<file path="config.mk">
export PLATFORM = sky130hd
export DESIGN_NAME = nibble_sub_seq
export DESIGN_NICKNAME = d
export VERILOG_FILES = /design/src/rtl/nibble_sub_seq_pkg.sv /design/src/rtl/full_sub_4bits.sv /design/src/rtl/nibble_sub_seq.sv
export SDC_FILE = /design/constraint.sdc
export NUM_CORES = 1
export LEC_CHECK = 0
export BUFFER_PORTS_ARGS = -buffer_cell sky130_fd_sc_hd__buf_2
export CORE_AREA = 2 2 101 152
export DETAILED_ROUTE_END_ITERATION = 7
export DIE_AREA = 0 0 103 154
export PLACE_DENSITY = 0.66
export RECOVER_POWER = 50
export SKIP_CTS_REPAIR_TIMING = 1
export SLEW_MARGIN = 40
export SYNTH_ARGS = -nofsm -noshare
export SYNTH_HDL_FRONTEND = slang
export SYNTH_SLANG_ARGS = --single-unit
</file>
<file path="constraint.sdc">
create_clock -name clk -period 4.3 [get_ports clk]
set_input_delay 0.645 -clock clk [delete_from_list [all_inputs] [get_ports clk]]
set_output_delay 0.645 -clock clk [all_outputs]
set_load 0.02 [all_outputs]
</file>
<file path="src/rtl/nibble_sub_seq_pkg.sv">
// Shared definitions for the nibble-serial subtractor: FSM states, slice width,
// and the counter sizing helper.
package nibble_sub_seq_pkg;

  localparam int unsigned NIBW = 4;

  typedef enum logic [1:0] {
    IDLE = 2'd0,
    RUN  = 2'd1,
    DONE = 2'd2
  } state_t;

  function automatic int unsigned clog2(input int unsigned n);
    int unsigned r;
    r = 0;
    for (int unsigned v = 1; v < n; v = v << 1) r++;
    if (r == 0) r = 1;
    return r;
  endfunction

endpackage

</file>
<file path="src/rtl/full_sub_4bits.sv">
// 4-bit borrow-lookahead subtract slice: D = X - Y - B0, with group
// generate/propagate for optional higher-level lookahead.
module full_sub_4bits (
  input  logic [3:0] X,
  input  logic [3:0] Y,
  input  logic       B0,
  output logic [3:0] D,
  output logic       B4,
  output logic       Gm,
  output logic       Pm
);

  logic [3:0] w_g;
  logic [3:0] w_p;
  logic [3:0] w_b;

  // A bit generates a borrow when x=0,y=1; equal bits pass the incoming borrow.
  assign w_g = ~X & Y;
  assign w_p = ~(X ^ Y);

  assign w_b[0] = B0;
  assign w_b[1] = w_g[0] | (w_p[0] & B0);
  assign w_b[2] = w_g[1] | (w_p[1] & w_g[0]) | (w_p[1] & w_p[0] & B0);
  assign w_b[3] = w_g[2] | (w_p[2] & w_g[1]) | (w_p[2] & w_p[1] & w_g[0])
                | (w_p[2] & w_p[1] & w_p[0] & B0);

  assign Gm = w_g[3] | (w_p[3] & w_g[2]) | (w_p[3] & w_p[2] & w_g[1])
            | (w_p[3] & w_p[2] & w_p[1] & w_g[0]);
  assign Pm = &w_p;
  assign B4 = Gm | (Pm & B0);

  assign D = X ^ Y ^ w_b;

endmodule

</file>
<file path="src/rtl/nibble_sub_seq.sv">
// Multi-cycle WIDTH-bit subtractor/comparator: one shared 4-bit slice processes
// a nibble per cycle (LSB first) with the borrow chained through a register.
module nibble_sub_seq
  import nibble_sub_seq_pkg::*;
#(
  parameter int unsigned WIDTH = 32
) (
  input  logic             clk,
  input  logic             rst_n,
  input  logic             flush,
  input  logic             in_valid,
  output logic             in_ready,
  input  logic [WIDTH-1:0] a,
  input  logic [WIDTH-1:0] b,
  input  logic             bin,
  output logic             out_valid,
  input  logic             out_ready,
  output logic [WIDTH-1:0] diff,
  output logic             bout,
  output logic             zero,
  output logic             ltu,
  output logic             lt,
  output logic             ovf
);

  localparam int unsigned NIB  = WIDTH / NIBW;
  localparam int unsigned CW   = clog2(NIB);
  localparam logic [CW-1:0] LAST = CW'(NIB - 1);

  state_t           r_state;
  logic [CW-1:0]    r_cnt;
  logic             r_borrow;
  logic [WIDTH-1:0] r_a;
  logic [WIDTH-1:0] r_b;
  logic [WIDTH-1:0] r_diff;
  logic             r_bout;
  logic             r_zero;
  logic             r_lt;
  logic             r_ovf;

  logic [NIBW-1:0]  w_a_nib;
  logic [NIBW-1:0]  w_b_nib;
  logic [NIBW-1:0]  w_d;
  logic             w_b4;
  logic [WIDTH-1:0] w_diff_full;
  logic             w_ovf;

  assign w_a_nib = r_a[NIBW*r_cnt +: NIBW];
  assign w_b_nib = r_b[NIBW*r_cnt +: NIBW];

  full_sub_4bits u_slice (
    .X  (w_a_nib),
    .Y  (w_b_nib),
    .B0 (r_borrow),
    .D  (w_d),
    .B4 (w_b4),
    .Gm (),
    .Pm ()
  );

  // On the last nibble the lower nibbles are already in r_diff; splice the
  // top nibble in so the flags see the complete result in the same cycle.
  assign w_diff_full = {w_d, r_diff[WIDTH-NIBW-1:0]};
  assign w_ovf       = (r_a[WIDTH-1] != r_b[WIDTH-1]) &&
                       (w_diff_full[WIDTH-1] != r_a[WIDTH-1]);

  always_ff @(posedge clk or negedge rst_n) begin
    if (!rst_n) begin
      r_state  <= IDLE;
      r_cnt    <= '0;
      r_borrow <= 1'b0;
      r_a      <= '0;
      r_b      <= '0;
      r_diff   <= '0;
      r_bout   <= 1'b0;
      r_zero   <= 1'b0;
      r_lt     <= 1'b0;
      r_ovf    <= 1'b0;
    end else if (flush) begin
      r_state <= IDLE;
      r_cnt   <= '0;
    end else begin
      case (r_state)
        IDLE: begin
          if (in_valid) begin
            r_a      <= a;
            r_b      <= b;
            r_borrow <= bin;
            r_cnt    <= '0;
            r_state  <= RUN;
          end
        end
        RUN: begin
          r_diff[NIBW*r_cnt +: NIBW] <= w_d;
          r_borrow <= w_b4;
          if (r_cnt == LAST) begin
            r_bout  <= w_b4;
            r_zero  <= (w_diff_full == '0);
            r_ovf   <= w_ovf;
            r_lt    <= w_diff_full[WIDTH-1] ^ w_ovf;
            r_cnt   <= '0;
            r_state <= DONE;
          end else begin
            r_cnt <= r_cnt + 1'b1;
          end
        end
        DONE: begin
          if (out_ready) r_state <= IDLE;
        end
        default: r_state <= IDLE;
      endcase
    end
  end

  assign in_ready  = (r_state == IDLE);
  assign out_valid = (r_state == DONE);
  assign diff      = r_diff;
  assign bout      = r_bout;
  assign ltu       = r_bout;
  assign zero      = r_zero;
  assign lt        = r_lt;
  assign ovf       = r_ovf;

endmodule

</file>
==> impl_metrics.json <==
{
  "status": "finished with violations",
  "failed_checks": "max-capacitance violations, max-slew violations",
  "gp_routability_congestion": 0.783,
  "required_ns": 4.55,
  "critPathArrivalTime_ns": 3.38,
  "num_vias": 3393,
  "grt_setup_unrepaired": "false",
  "insertedDiodeCount": 0,
  "synth.ff_latch_count": 106,
  "timing.final.setup_violations": 0,
  "route.detailed.drc": 0,
  "htree_levels": 3,
  "async_flop_share_pct": 100,
  "cp-end-kind": "flip-flop",
  "die_height_microns": 154,
  "drt-vias-per-instance": 5.00,
  "synth.net_count": 453,
  "cts_buf_count": 9,
  "r2r_cells": 7,
  "crit_chain": "mux4_2 -> mux2i_1 -> ha_1 -> a211o_1 -> a211oi_2 -> nor3_2 -> o31ai_1",
  "timing_hold_violations_final": 0,
  "fin_util_pct": 41.4,
  "path_clk_slew_ns": 0.08,
  "io_buffers": 108,
  "dp_hpwl_mm": 8.94,
  "classification_of_the_worst_slack_hold_path": "reg2reg",
  "coreArea_sq_um": 14500,
  "crit_family": "compound AO/OA/AOI/OAI gates",
  "power_mw": 2.79,
  "grt_antenna_before_repair": 0,
  "critical_path.startpoint_type": "flip-flop",
  "relative_max_transition_margin_pct": -26.8,
  "sequential_share_of_the_synthesized_area_pct": 53.0,
  "library_cell_with_the_largest_summed_area_after_synthesis": "sky130_fd_sc_hd__dfrtp_1",
  "fin_crit_ns": 3.12,
  "synth_common_cells": "106 x sky130_fd_sc_hd__dfrtp_1, 76 x sky130_fd_sc_hd__mux2_2, 38 x sky130_fd_sc_hd__nand2_1, 16 x sky130_fd_sc_hd__mux4_2, 16 x sky130_fd_sc_hd__nor2_1",
  "syn-instance-count": 371,
  "first_pass_grt_wire_length_mm": 19.0,
  "logic_depth_of_the_worst_setup_path_including_buffers": 7,
  "synthesis.area_per_instance_sq_um": 13.5,
  "synthesis.area_sq_um": 5000,
  "std_cell_rows": 54,
  "yosysTopAreaCellShare_pct": 53.0,
  "setup_total_negative_slack_ns": 0,
  "start_util_pct": 34.6,
  "final_max_slew_viol_count": 109,
  "critPathMaxStageDelay_ns": 0.70,
  "routed_wire_length_per_instance_microns": 17.6,
  "final.setup_skew_ns": 0.0111,
  "ys_types": 49,
  "grt_most_used_layer": "met2",
  "layout.nets": 559,
  "layout-area-overhead-vs-synth_pct": 19.6,
  "worst-path-max-fanout": 15,
  "synth_top_cells_by_area": "sky130_fd_sc_hd__dfrtp_1 53%, sky130_fd_sc_hd__mux2_2 17%, sky130_fd_sc_hd__mux4_2 7.2%",
  "gr-usage-all-layers_pct": 15.6,
  "synth_most_common_cell": "sky130_fd_sc_hd__dfrtp_1",
  "globalRouteMet1Util_pct": 18.3,
  "clock-root-buffer": "sky130_fd_sc_hd__clkbuf_16",
  "global_route.usage.met3_pct": 2.82,
  "met2_usage_pct": 28.4,
  "cellLeakagePower_nw": 2.70,
  "die_width_microns": 103,
  "insertion_delay_to_the_later_sink_of_the_worst_skew_pair_ns": 0.35,
  "edff_count_synth": 0,
  "globalRoute.totalOverflow": 0,
  "finalNonFillerCells": 678,
  "critical_path.startpoint": "r_cnt[0]",
  "final.period_utilization_pct": 72.6,
  "layout-drive-gt1-share_pct": 43.4,
  "power_per_cell_area_nw_per_um2": 465,
  "dr.first_iter.drc_count": 112,
  "dieArea_sq_um": 15900,
  "critical_path_endpoint": "diff[7]",
  "io_pins": 109,
  "final_antenna_net_count": 0,
  "maximum_number_of_pins_on_one_net_before_global_route_repair": 78,
  "cts_tree": "yes",
  "timing.critical_path.buf_inv": 0,
  "drt-pass1-iter-count": 4,
  "ff2ff_setup_slack_ns": 1.18,
  "worst-slew-pin-transition_ns": 1.90,
  "rr_startpoint": "r_cnt[0]",
  "maxCapViolations": 2,
  "fillerInstances": 1419,
  "power.ir.vdd_worst_v": 0.000212,
  "synthesis.yosys.warnings": 0,
  "synth-main-ff-cell": "sky130_fd_sc_hd__dfrtp_1",
  "place_inst": 662,
  "clock_sink_count": 106,
  "maxClockFrequency_mhz": 320,
  "worst_r2r_endpoint": "diff[7]",
  "drt_wl_total_mm": 11.9,
  "worst_path_max_delay_cell": "sky130_fd_sc_hd__dfrtp_2",
  "first_global_vias": 3644,
  "criticalPathCategory": "reg2reg",
  "clockBufferDepth": 2
}
[cells in the final DEF (no fill, tap or decap), types with 7 or more instances in the layout]
cell type	count
sky130_fd_sc_hd__dfrtp_1	104
sky130_fd_sc_hd__buf_2	88
sky130_fd_sc_hd__mux2_2	76
sky130_fd_sc_hd__nand2_1	38
sky130_fd_sc_hd__clkbuf_1	21
sky130_fd_sc_hd__mux4_2	16
sky130_fd_sc_hd__nor2_1	16
sky130_fd_sc_hd__o31ai_1	13
sky130_fd_sc_hd__ha_1	11
sky130_fd_sc_hd__clkbuf_16	9
sky130_fd_sc_hd__nand3_1	8
sky130_fd_sc_hd__o21ai_0	7
[stage by stage]
stage          worst slack, ns  cell area (sq um)  hold slack [ns]
6_report                  1.18               5990            0.505
5_1_grt                  0.629               5990            0.527
3_5_place_dp              1.18               5720            0.484
3_3_place_gp             0.871               5710            0.485
2_1_floorplan             1.49               5000            0.349
4_1_cts                   1.16               6020            0.368
[flip-flops by register name, summed over array words and instances (netlist names)]
name	cells
bout	1
diff	32
lt	1
ovf	1
r_a	32
r_b	32
r_borrow	1
r_cnt	3
r_state	2
zero	1
[tightest hold or removal path: cells and delay by family, from the launching register on]
kind / cells / cell delay [ns]
DFF: 1 / 0.35
and+or+nand+nor: 2 / 0.12
[logic make-up after synthesis]
kind of cell	Yosys count	synth area share (%)
buffers and inverters	22	2.87
adders and majority gates	12	3.15
DFF	106	53.0
xor gates and xnor gates	2	0.350
and+or+nand+nor	93	9.97
muxes	96	25.1
AOI/OAI and AO/OA	40	5.55
[worst min-delay path by stage]
| stage | from | endpoint | slack (ns) | depth (start not counted) |
|---|---|---|---|---|
| 3_3_place_gp | diff[22] | diff[22] | 0.49 | 2 |
| 6_report | lt | lt | 0.50 | 2 |
| 3_5_place_dp | diff[22] | diff[22] | 0.48 | 2 |
| 2_1_floorplan | rst_n | bout | 0.35 | 0 |
| 5_1_grt | r_a[27] | r_a[27] | 0.53 | 1 |
| 4_1_cts | rst_n | r_b[5] | 0.37 | 1 |
[layer usage]
metal,vias up,wire [microns]
li1,1580,-
met1,1714,4740
met2,88,6580
met3,11,454
met4,0,157
met5,-,0
[final cells by class]
class	instances	area (sq um)	area share, %
flip-flops and latches	106	2660	44.4
multi-input cells	243	2220	37.2
repair buffers	112	547	9.13
well taps	196	245	4.10
clock buffers	10	229	3.83
clock inverters	6	66.3	1.11
inverters	5	18.8	0.314
[power breakdown]
group / total [mW] / internal [mW] / switching (mW)
clock network: 0.825 / 0.454 / 0.371
logic: 0.697 / 0.326 / 0.371
registers: 1.26 / 1.15 / 0.110
total: 2.79 / 1.93 / 0.852
Power figures use the tool's default switching activity.
